===== src/rtl/keypad_decoder.sv =====
// 4x4 keypad receiver: aligns row/column samples, debounces a single key press,
// and queues its {row,col} code in a show-ahead FIFO drained by valid/ready.
module keypad_decoder #(
  parameter int DEBOUNCE_CYCLES = 16,
  parameter int FIFO_DEPTH      = 4
) (
  input  logic       clk,
  input  logic       reset_n,
  input  logic [3:0] kpr,
  input  logic [3:0] kpc,
  output logic [3:0] key_code,
  output logic       key_valid,
  input  logic       key_ready,
  output logic       key_down,
  output logic       overflow,
  output logic [1:0] state_dbg
);

  localparam int CNT_W = $clog2(DEBOUNCE_CYCLES);
  localparam int PTR_W = $clog2(FIFO_DEPTH);
  localparam logic [CNT_W-1:0] CNT_LAST  = CNT_W'(DEBOUNCE_CYCLES - 1);
  localparam logic [CNT_W-1:0] CNT_ONE   = CNT_W'(1);
  localparam logic [PTR_W-1:0] PTR_ONE   = PTR_W'(1);
  localparam logic [PTR_W:0]   FILL_ONE  = (PTR_W+1)'(1);
  localparam logic [PTR_W:0]   FILL_FULL = (PTR_W+1)'(FIFO_DEPTH);

  typedef enum logic [1:0] {S_IDLE, S_DEBOUNCE, S_HELD, S_RELEASE} state_t;

  // Handshake: an entry is consumed on any rising edge where key_valid && key_ready;
  // key_code is stable whenever key_valid is high and is never retracted before the pop.

  function automatic logic one_low(input logic [3:0] v);
    logic [3:0] x;
    x = ~v;
    return (x != 4'h0) && ((x & (x - 4'h1)) == 4'h0);
  endfunction

  function automatic logic [1:0] low_idx(input logic [3:0] v);
    case (v)
      4'b1110: return 2'd0;
      4'b1101: return 2'd1;
      4'b1011: return 2'd2;
      4'b0111: return 2'd3;
      default: return 2'd0;
    endcase
  endfunction

  logic [3:0] kpr_s1_q, kpr_s1_d, kpr_s2_q, kpr_s2_d;
  logic [3:0] kpc_d1_q, kpc_d1_d, kpc_d2_q, kpc_d2_d;
  state_t     state_q, state_d;
  logic [CNT_W-1:0] cnt_q, cnt_d;
  logic [3:0] cand_q, cand_d;
  logic       key_down_q, key_down_d;
  logic       overflow_q, overflow_d;
  logic [3:0] mem_q [FIFO_DEPTH];
  logic [3:0] mem_d [FIFO_DEPTH];
  logic [PTR_W-1:0] rd_ptr_q, rd_ptr_d, wr_ptr_q, wr_ptr_d;
  logic [PTR_W:0]   fill_q, fill_d;

  logic       sample_valid;
  logic [3:0] sample_code;
  logic       push_req, push_ok, pop, full;

  // kpc takes the same two-register path as kpr so a row sample always pairs with
  // the column strobe that produced it.
  always_comb begin
    kpr_s1_d = kpr;
    kpr_s2_d = kpr_s1_q;
    kpc_d1_d = kpc;
    kpc_d2_d = kpc_d1_q;
  end

  assign sample_valid = one_low(kpr_s2_q) && one_low(kpc_d2_q);
  assign sample_code  = {low_idx(kpr_s2_q), low_idx(kpc_d2_q)};

  always_ff @(posedge clk) begin
    if (!reset_n) begin
      kpr_s1_q   <= 4'hF;
      kpr_s2_q   <= 4'hF;
      kpc_d1_q   <= 4'hF;
      kpc_d2_q   <= 4'hF;
      state_q    <= S_IDLE;
      cnt_q      <= '0;
      cand_q     <= 4'h0;
      key_down_q <= 1'b0;
    end else begin
      kpr_s1_q   <= kpr_s1_d;
      kpr_s2_q   <= kpr_s2_d;
      kpc_d1_q   <= kpc_d1_d;
      kpc_d2_q   <= kpc_d2_d;
      state_q    <= state_d;
      cnt_q      <= cnt_d;
      cand_q     <= cand_d;
      key_down_q <= key_down_d;
    end
  end

  always_comb begin
    state_d = state_q;
    cnt_d   = cnt_q;
    cand_d  = cand_q;
    case (state_q)
      S_IDLE: begin
        if (sample_valid) begin
          cand_d  = sample_code;
          cnt_d   = '0;
          state_d = S_DEBOUNCE;
        end
      end
      S_DEBOUNCE: begin
        if (!sample_valid || (sample_code != cand_q)) state_d = S_IDLE;
        else if (cnt_q == CNT_LAST)                   state_d = S_HELD;
        else                                          cnt_d   = cnt_q + CNT_ONE;
      end
      S_HELD: begin
        if (kpr_s2_q == 4'hF) begin
          cnt_d   = '0;
          state_d = S_RELEASE;
        end
      end
      S_RELEASE: begin
        if (kpr_s2_q != 4'hF)       state_d = S_HELD;
        else if (cnt_q == CNT_LAST) state_d = S_IDLE;
        else                        cnt_d   = cnt_q + CNT_ONE;
      end
      default: state_d = S_IDLE;
    endcase
  end

  always_comb begin
    push_req   = (state_q == S_DEBOUNCE) && sample_valid &&
                 (sample_code == cand_q) && (cnt_q == CNT_LAST);
    key_down_d = (state_d == S_HELD) || (state_d == S_RELEASE);
  end

  assign full    = (fill_q == FILL_FULL);
  assign pop     = key_valid && key_ready;
  assign push_ok = push_req && (!full || pop);

  always_comb begin
    mem_d      = mem_q;
    rd_ptr_d   = rd_ptr_q;
    wr_ptr_d   = wr_ptr_q;
    fill_d     = fill_q;
    overflow_d = overflow_q || (push_req && !push_ok);
    if (push_ok) begin
      mem_d[wr_ptr_q] = cand_q;
      wr_ptr_d        = wr_ptr_q + PTR_ONE;
    end
    if (pop) rd_ptr_d = rd_ptr_q + PTR_ONE;
    case ({push_ok, pop})
      2'b10:   fill_d = fill_q + FILL_ONE;
      2'b01:   fill_d = fill_q - FILL_ONE;
      default: fill_d = fill_q;
    endcase
  end

  always_ff @(posedge clk) begin
    if (!reset_n) begin
      for (int i = 0; i < FIFO_DEPTH; i++) mem_q[i] <= 4'h0;
      rd_ptr_q   <= '0;
      wr_ptr_q   <= '0;
      fill_q     <= '0;
      overflow_q <= 1'b0;
    end else begin
      mem_q      <= mem_d;
      rd_ptr_q   <= rd_ptr_d;
      wr_ptr_q   <= wr_ptr_d;
      fill_q     <= fill_d;
      overflow_q <= overflow_d;
    end
  end

  assign key_valid = (fill_q != '0);
  assign key_code  = key_valid ? mem_q[rd_ptr_q] : 4'h0;
  assign key_down  = key_down_q;
  assign overflow  = overflow_q;
  assign state_dbg = state_q;

endmodule

===== config.mk =====
export PLATFORM = sky130hd
export DESIGN_NAME = keypad_decoder
export DESIGN_NICKNAME = d
export VERILOG_FILES = /design/src/rtl/keypad_decoder.sv
export SDC_FILE = /design/constraint.sdc
export NUM_CORES = 1
export LEC_CHECK = 0
export CORE_UTILIZATION = 64
export CTS_BUF_LIST = sky130_fd_sc_hd__clkbuf_8
export DETAILED_ROUTE_END_ITERATION = 16
export GPL_TIMING_DRIVEN = 0
export PLACE_DENSITY_LB_ADDON = 0.2
export SYNTH_ARGS = -nofsm -noshare
export SYNTH_HDL_FRONTEND = slang
export SYNTH_SLANG_ARGS = --single-unit

===== constraint.sdc =====
create_clock -name clk -period 4.1 [get_ports clk]
set_input_delay 1.025 -clock clk [delete_from_list [all_inputs] [get_ports clk]]
set_output_delay 1.025 -clock clk [all_outputs]
set_load 0.05 [all_outputs]

==> run_results.csv, run 1 <==
group,metric,value,unit
drt,dr.pass1.iters,4,
global_route,grt_overflow,0,
global_route,grt_pass1_vias,1722,
global_route,grt_pass1_wl,7.89,mm
drt,drtIter0Drc,94,
yosys,yosys.area.top_type,"dfxtp_1",
floorplan,ios,20,
power,power.density,319,mW/mm²
power,peakVddDrop,0.238,mV
yosys,synthArstFlopShare,0,%
global_route,grt_antenna_before_repair,0,
floorplan,core_area,0.00366,mm²
timing,fin_crit,3370,ps
finish,stdcell_area,0.00278,mm²
drt,viasPerCell,5.62,
critical_path,cp_top_family,"buffers and inverters",
job,cap_violations,0,
timing,hold_violations,0,
clocking,cts_buffer_depth,2,
finish,syn_to_final_growth,13.8,%
placement,place_congestion,0.825,
power,leakage,1.04,nW
clocking,postCtsHoldBufs,0,
timing,rsz0062_at_grt,"false",
clocking,clock_latency,300,ps
finish,final_cells,333,
finish,mostFrequentLayoutCell,"dfxtp_1",
timing,fin_crit_sh,82.3,%
drt,routed_wl,4.73,mm
finish,n_antenna_cell,0,
floorplan,start_util,66.8,%
clocking,cts_tree,"built",
yosys,ys_top_cells_by_area,"dfxtp_1, nand2b_1, mux2i_1",
clocking,cts_buffers,5,
yosys,ys_seq_elements,51,
floorplan,die_y,63.8,µm
critical_path,crit_chain,"clkbuf_1 -> mux4_2 -> and2_1 -> clkdlybuf4s50_1",
critical_path,cp_slowest_cell,"clkdlybuf4s50_1",
timing,relSlewSlack,55.8,%
clocking,cts.sinks,51,
placement,numPortBuffers,19,
yosys,synth.distinct_cells,41,
timing,timing.final.ws_setup,726,ps
global_route,grt_max_degree,15,
critical_path,crit_path_end_kind,"primary output",
finish,final_nets,303,
floorplan,die_w,63.8,µm
critical_path,critical_path_class,"reg2out",
yosys,avgSynthCellArea,9.44,µm²
timing,fin_setup_tns,0,ps
timing,holdWs,412,ps
critical_path,max_stage_delay,690,ps
yosys,netlist_instances,259,
placement,hpwl,3.30,mm
yosys,syn_nets,277,
timing,tightest_slew,657,ps
clocking,cts_max_level,2,
placement,place_ws,512,ps
timing,final-max-slew-violation-count,0,
outcome,status,"finished, final reports clean",
critical_path,cp_max_fo,6,
clocking,post-cts-setup-buffer-count,0,
timing,finalSetupViolCount,0,
timing,skew,7.47,ps
drt,ant_nets,0,
floorplan,dieArea,0.00407,mm²
critical_path,critPathLaunchType,"register",
finish,drive_above_1_share,8.77,%
critical_path,cp_num_buf_inv,2,
clocking,cts_resized,0,
yosys,ys_seq_area_share,41.7,%
power,fin_total_pwr,0.887,mW
finish,final_core_util,76.0,%
yosys,synth-edff-count,0,
yosys,synth_warnings,0,
drt,drcViolationCount,0,
yosys,netlist.area_leader.share,41.7,%
finish,mostFrequentLayoutCells,"dfxtp_1, nand2_1, nand2b_1",
critical_path,arrival,2350,ps
floorplan,num_rows,22,
drt,via_count,1872,
min_path,hold_path_class,"reg2reg",
drt,wl_per_cell,14.2,µm
placement,dp.cells,326,
global_route,grt_util_all_layers,25.3,%
placement,placed_area,0.00270,mm²
yosys,netlist_area,0.00245,mm²
clocking,path_clk_slew,90,ps
timing,fmax,296,MHz
clocking,root_buffer,"clkbuf_8",
critical_path,worstPathRequired,3070,ps
yosys,yosys_most_used_dff,"dfxtp_1",
registers in the layout, indices dropped and copies added (netlist names):
signal and cells:
mem_q 16, rd_ptr_q 2, cnt_q 4, cand_q 4, kpr_s2_q 4, fill_q 3, state_dbg 2, kpc_d2_q 4
kpc_d1_q 4, wr_ptr_q 2, overflow 1, key_down 1, kpr_s1_q 4
synthesized netlist by cell type, types with 2 or more instances:
cell,count
nor2b_1,10
buf_2,5
ha_1,6
inv_1,6
dfxtp_1,51
and3b_1,2
buf_4,3
a21boi_1,12
nor2_1,4
nand3_1,15
and4_1,2
nand4b_1,5
a21boi_0,2
nand4_1,2
and3_1,2
nand2b_1,20
clkbuf_1,8
and2_1,11
nor4bb_1,2
mux4_2,4
mux2i_1,12
o21ai_0,6
o311ai_2,2
xnor2_1,8
nor3_1,2
o2111ai_1,2
a21oi_1,5
nand2_1,30
nor3b_1,2
or3_1,7
worst paths after layout:
| kind | to | slack [ps] | cells after the start | start |
|---|---|---|---|---|
| min reg2reg | kpr_s2_q[2] | 410 | 1 | kpr_s1_q[2] |
| min | kpr_s2_q[2] | 410 | 1 | kpr_s1_q[2] |
| max reg2reg | fill_q[2] | 1310 | 12 | kpr_s2_q[3] |
| max | key_code[0] | 730 | 4 | rd_ptr_q[0] |
kinds of logic after synthesis:
kind of cell | after synthesis | share of synthesized area, %
compound gates | 34 | 10.3
xor+xnor | 9 | 3.22
fa+ha+maj | 7 | 3.89
buf+inv | 23 | 4.55
flops | 51 | 41.7
mux | 16 | 8.59
simple gates | 119 | 27.7
final cells by class:
type,instances,area [µm²]
buffer,17,88.8
clock buffer,6,82.6
clock inverter,1,5.00
fill,288,877
inverter,6,22.5
multi-input combinational,185,1310
sequential,51,1020
tap,48,60.1
timing repair buffer,19,190
power by group:
group,switching [mW],total (mW),internal (mW),leakage (nW)
sequential,0.00579,0.511,0.505,0.415
clock,0.162,0.294,0.133,0.0470
combinational,0.0442,0.0819,0.0377,0.577
per-layer routing:
metal	vias up	share of wire [%]	global-route usage (%)	wire length, µm
li1	941	-	-	-
met1	890	48	32.1	2250
met2	34	48	41.5	2270
met3	7	2.9	5.89	138
met4	0	1.5	9.94	70
met5	-	0	0	0
(Power assumes the default switching activity.)
==> inputs of run 2 (changes only) <==
CORE_UTILIZATION = 60   (was 64)
clock period = 3.5 ns   (was 4.1 ns; I/O delays follow)
==> run 2 against run 1 <==
  * Via count fell by 1.5%
  * Combinational power rose by 17%
  * Worst hold slack got worse by 1.5 ps
  * Design area did not move
  * Clock power rose by 13%
  * Critical path type unchanged
  * Largest cell class unchanged
  * Largest power group unchanged
  * Highest routed layer unchanged
==> run_results.csv, run 2 (same netlist as run 1, synthesis figures left out) <==
group,metric,value,unit
placement,place_ws,169,ps
timing,fin_setup_tns,0,ps
clocking,root_buffer,"clkbuf_8",
timing,rsz0062_at_grt,"false",
global_route,grt_util_all_layers,25.0,%
critical_path,critical_path_class,"reg2out",
min_path,hold_path_class,"reg2reg",
timing,final-max-slew-violation-count,0,
finish,final_cells,333,
power,fin_total_pwr,1.03,mW
clocking,cts_buffers,5,
clocking,cts_max_level,2,
clocking,postCtsHoldBufs,0,
clocking,post-cts-setup-buffer-count,0,
floorplan,dieArea,0.00434,mm²
finish,largest_register_ffs,16,
critical_path,critPathLaunchType,"register",
floorplan,num_rows,22,
floorplan,die_w,65.9,µm
timing,tightest_slew,694,ps
clocking,cts_buffer_depth,2,
critical_path,cp_max_fo,6,
clocking,cts_tree,"built",
power,peakVddDrop,0.233,mV
finish,drive_above_1_share,8.77,%
floorplan,start_util,64.9,%
drt,routed_wl,4.67,mm
finish,syn_to_final_growth,13.8,%
global_route,grt_pass1_vias,1802,
finish,n_antenna_cell,0,
placement,dp.cells,326,
timing,fin_crit_sh,93.8,%
timing,hold_violations,0,
clocking,cts_resized,0,
finish,seq_area,0.00102,mm²
drt,drtIter0Drc,140,
critical_path,worstPathRequired,2620,ps
drt,dr.pass1.iters,4,
timing,timing.final.ws_setup,217,ps
timing,fmax,305,MHz
floorplan,die_y,65.9,µm
placement,hpwl,3.38,mm
placement,numPortBuffers,19,
finish,multi_input_area,0.00131,mm²
finish,regMostFlops,"mem_q",
finish,mostFrequentLayoutCells,"dfxtp_1, nand2_1, nand2b_1",
drt,drcViolationCount,0,
finish,mostFrequentLayoutCell,"dfxtp_1",
critical_path,crit_chain,"clkbuf_1 -> mux4_2 -> and2_1 -> clkdlybuf4s50_1",
critical_path,arrival,2410,ps
global_route,grt_max_degree,15,
critical_path,cp_slowest_cell,"clkdlybuf4s50_1",
timing,skew,2.52,ps
drt,viasPerCell,5.53,
drt,via_count,1843,
critical_path,cp_top_family,"buffers and inverters",
power,leakage,1.04,nW
floorplan,core_area,0.00377,mm²
timing,fin_crit,3280,ps
clocking,cts.sinks,51,
power,power.density,369,mW/mm²
timing,finalSetupViolCount,0,
critical_path,cp_num_buf_inv,2,
job,cap_violations,0,
critical_path,max_stage_delay,690,ps
clocking,clock_latency,300,ps
finish,n_fill_cell,299,
floorplan,ios,20,
global_route,grt_antenna_before_repair,0,
global_route,grt_overflow,0,
global_route,grt_pass1_wl,8.14,mm
drt,wl_per_cell,14.0,µm
outcome,status,"finished, final reports clean",
finish,final_nets,303,
drt,ant_nets,0,
placement,place_congestion,0.810,
critical_path,crit_path_end_kind,"primary output",
timing,relSlewSlack,53.3,%
clocking,path_clk_slew,80,ps
==> run 2: layout make-up <==
class / instances / area share (%)
buffer: 17 / 3.19
clock buffer: 6 / 2.97
clock inverter: 1 / 0.180
inverter: 6 / 0.809
multi-input combinational: 185 / 47.2
sequential: 51 / 36.7
tap: 48 / 2.16
timing repair buffer: 19 / 6.83
==> run 2: power breakdown <==
group | leakage (nW) | switching, mW | internal, mW
combinational | 0.577 | 0.0519 | 0.0441
clock | 0.0470 | 0.177 | 0.155
sequential | 0.415 | 0.00698 | 0.592
==> run 2: through the flow <==
| stage | hold slack (ps) | cell area [µm²] | utilization, % |
|---|---|---|---|
| floorplan | 386 | 2450 | - |
| global route | 431 | 2780 | 73.8 |
| CTS | 414 | 2780 | 73.8 |
| detailed placement | 392 | 2700 | 71.5 |
| global placement | 388 | 2700 | 71.5 |
| finish | 411 | 2780 | 73.8 |
==> run 2: final timing paths <==
path / start / endpoint / slack (ps) / cells after the start
hold / removal: kpr_s1_q[3] / kpr_s2_q[3] / 410 / 1
hold reg to reg: kpr_s1_q[3] / kpr_s2_q[3] / 410 / 1
setup / recovery: rd_ptr_q[0] / key_code[3] / 220 / 4
setup reg to reg: kpr_s2_q[3] / fill_q[2] / 730 / 12
==> run 2: per-layer routing <==
layer	routed length (µm)	track usage [%]	share of wire (%)
met5	0	0	0
met4	78	9.78	1.7
met2	2210	41.1	47
met3	169	5.17	3.6
met1	2220	31.9	47
==> inputs of run 3 (changes only) <==
CAP_MARGIN = 20   (was unset)
==> results of run 3 <==
The final DEF is identical to that of run 2; final timing and power are the same.
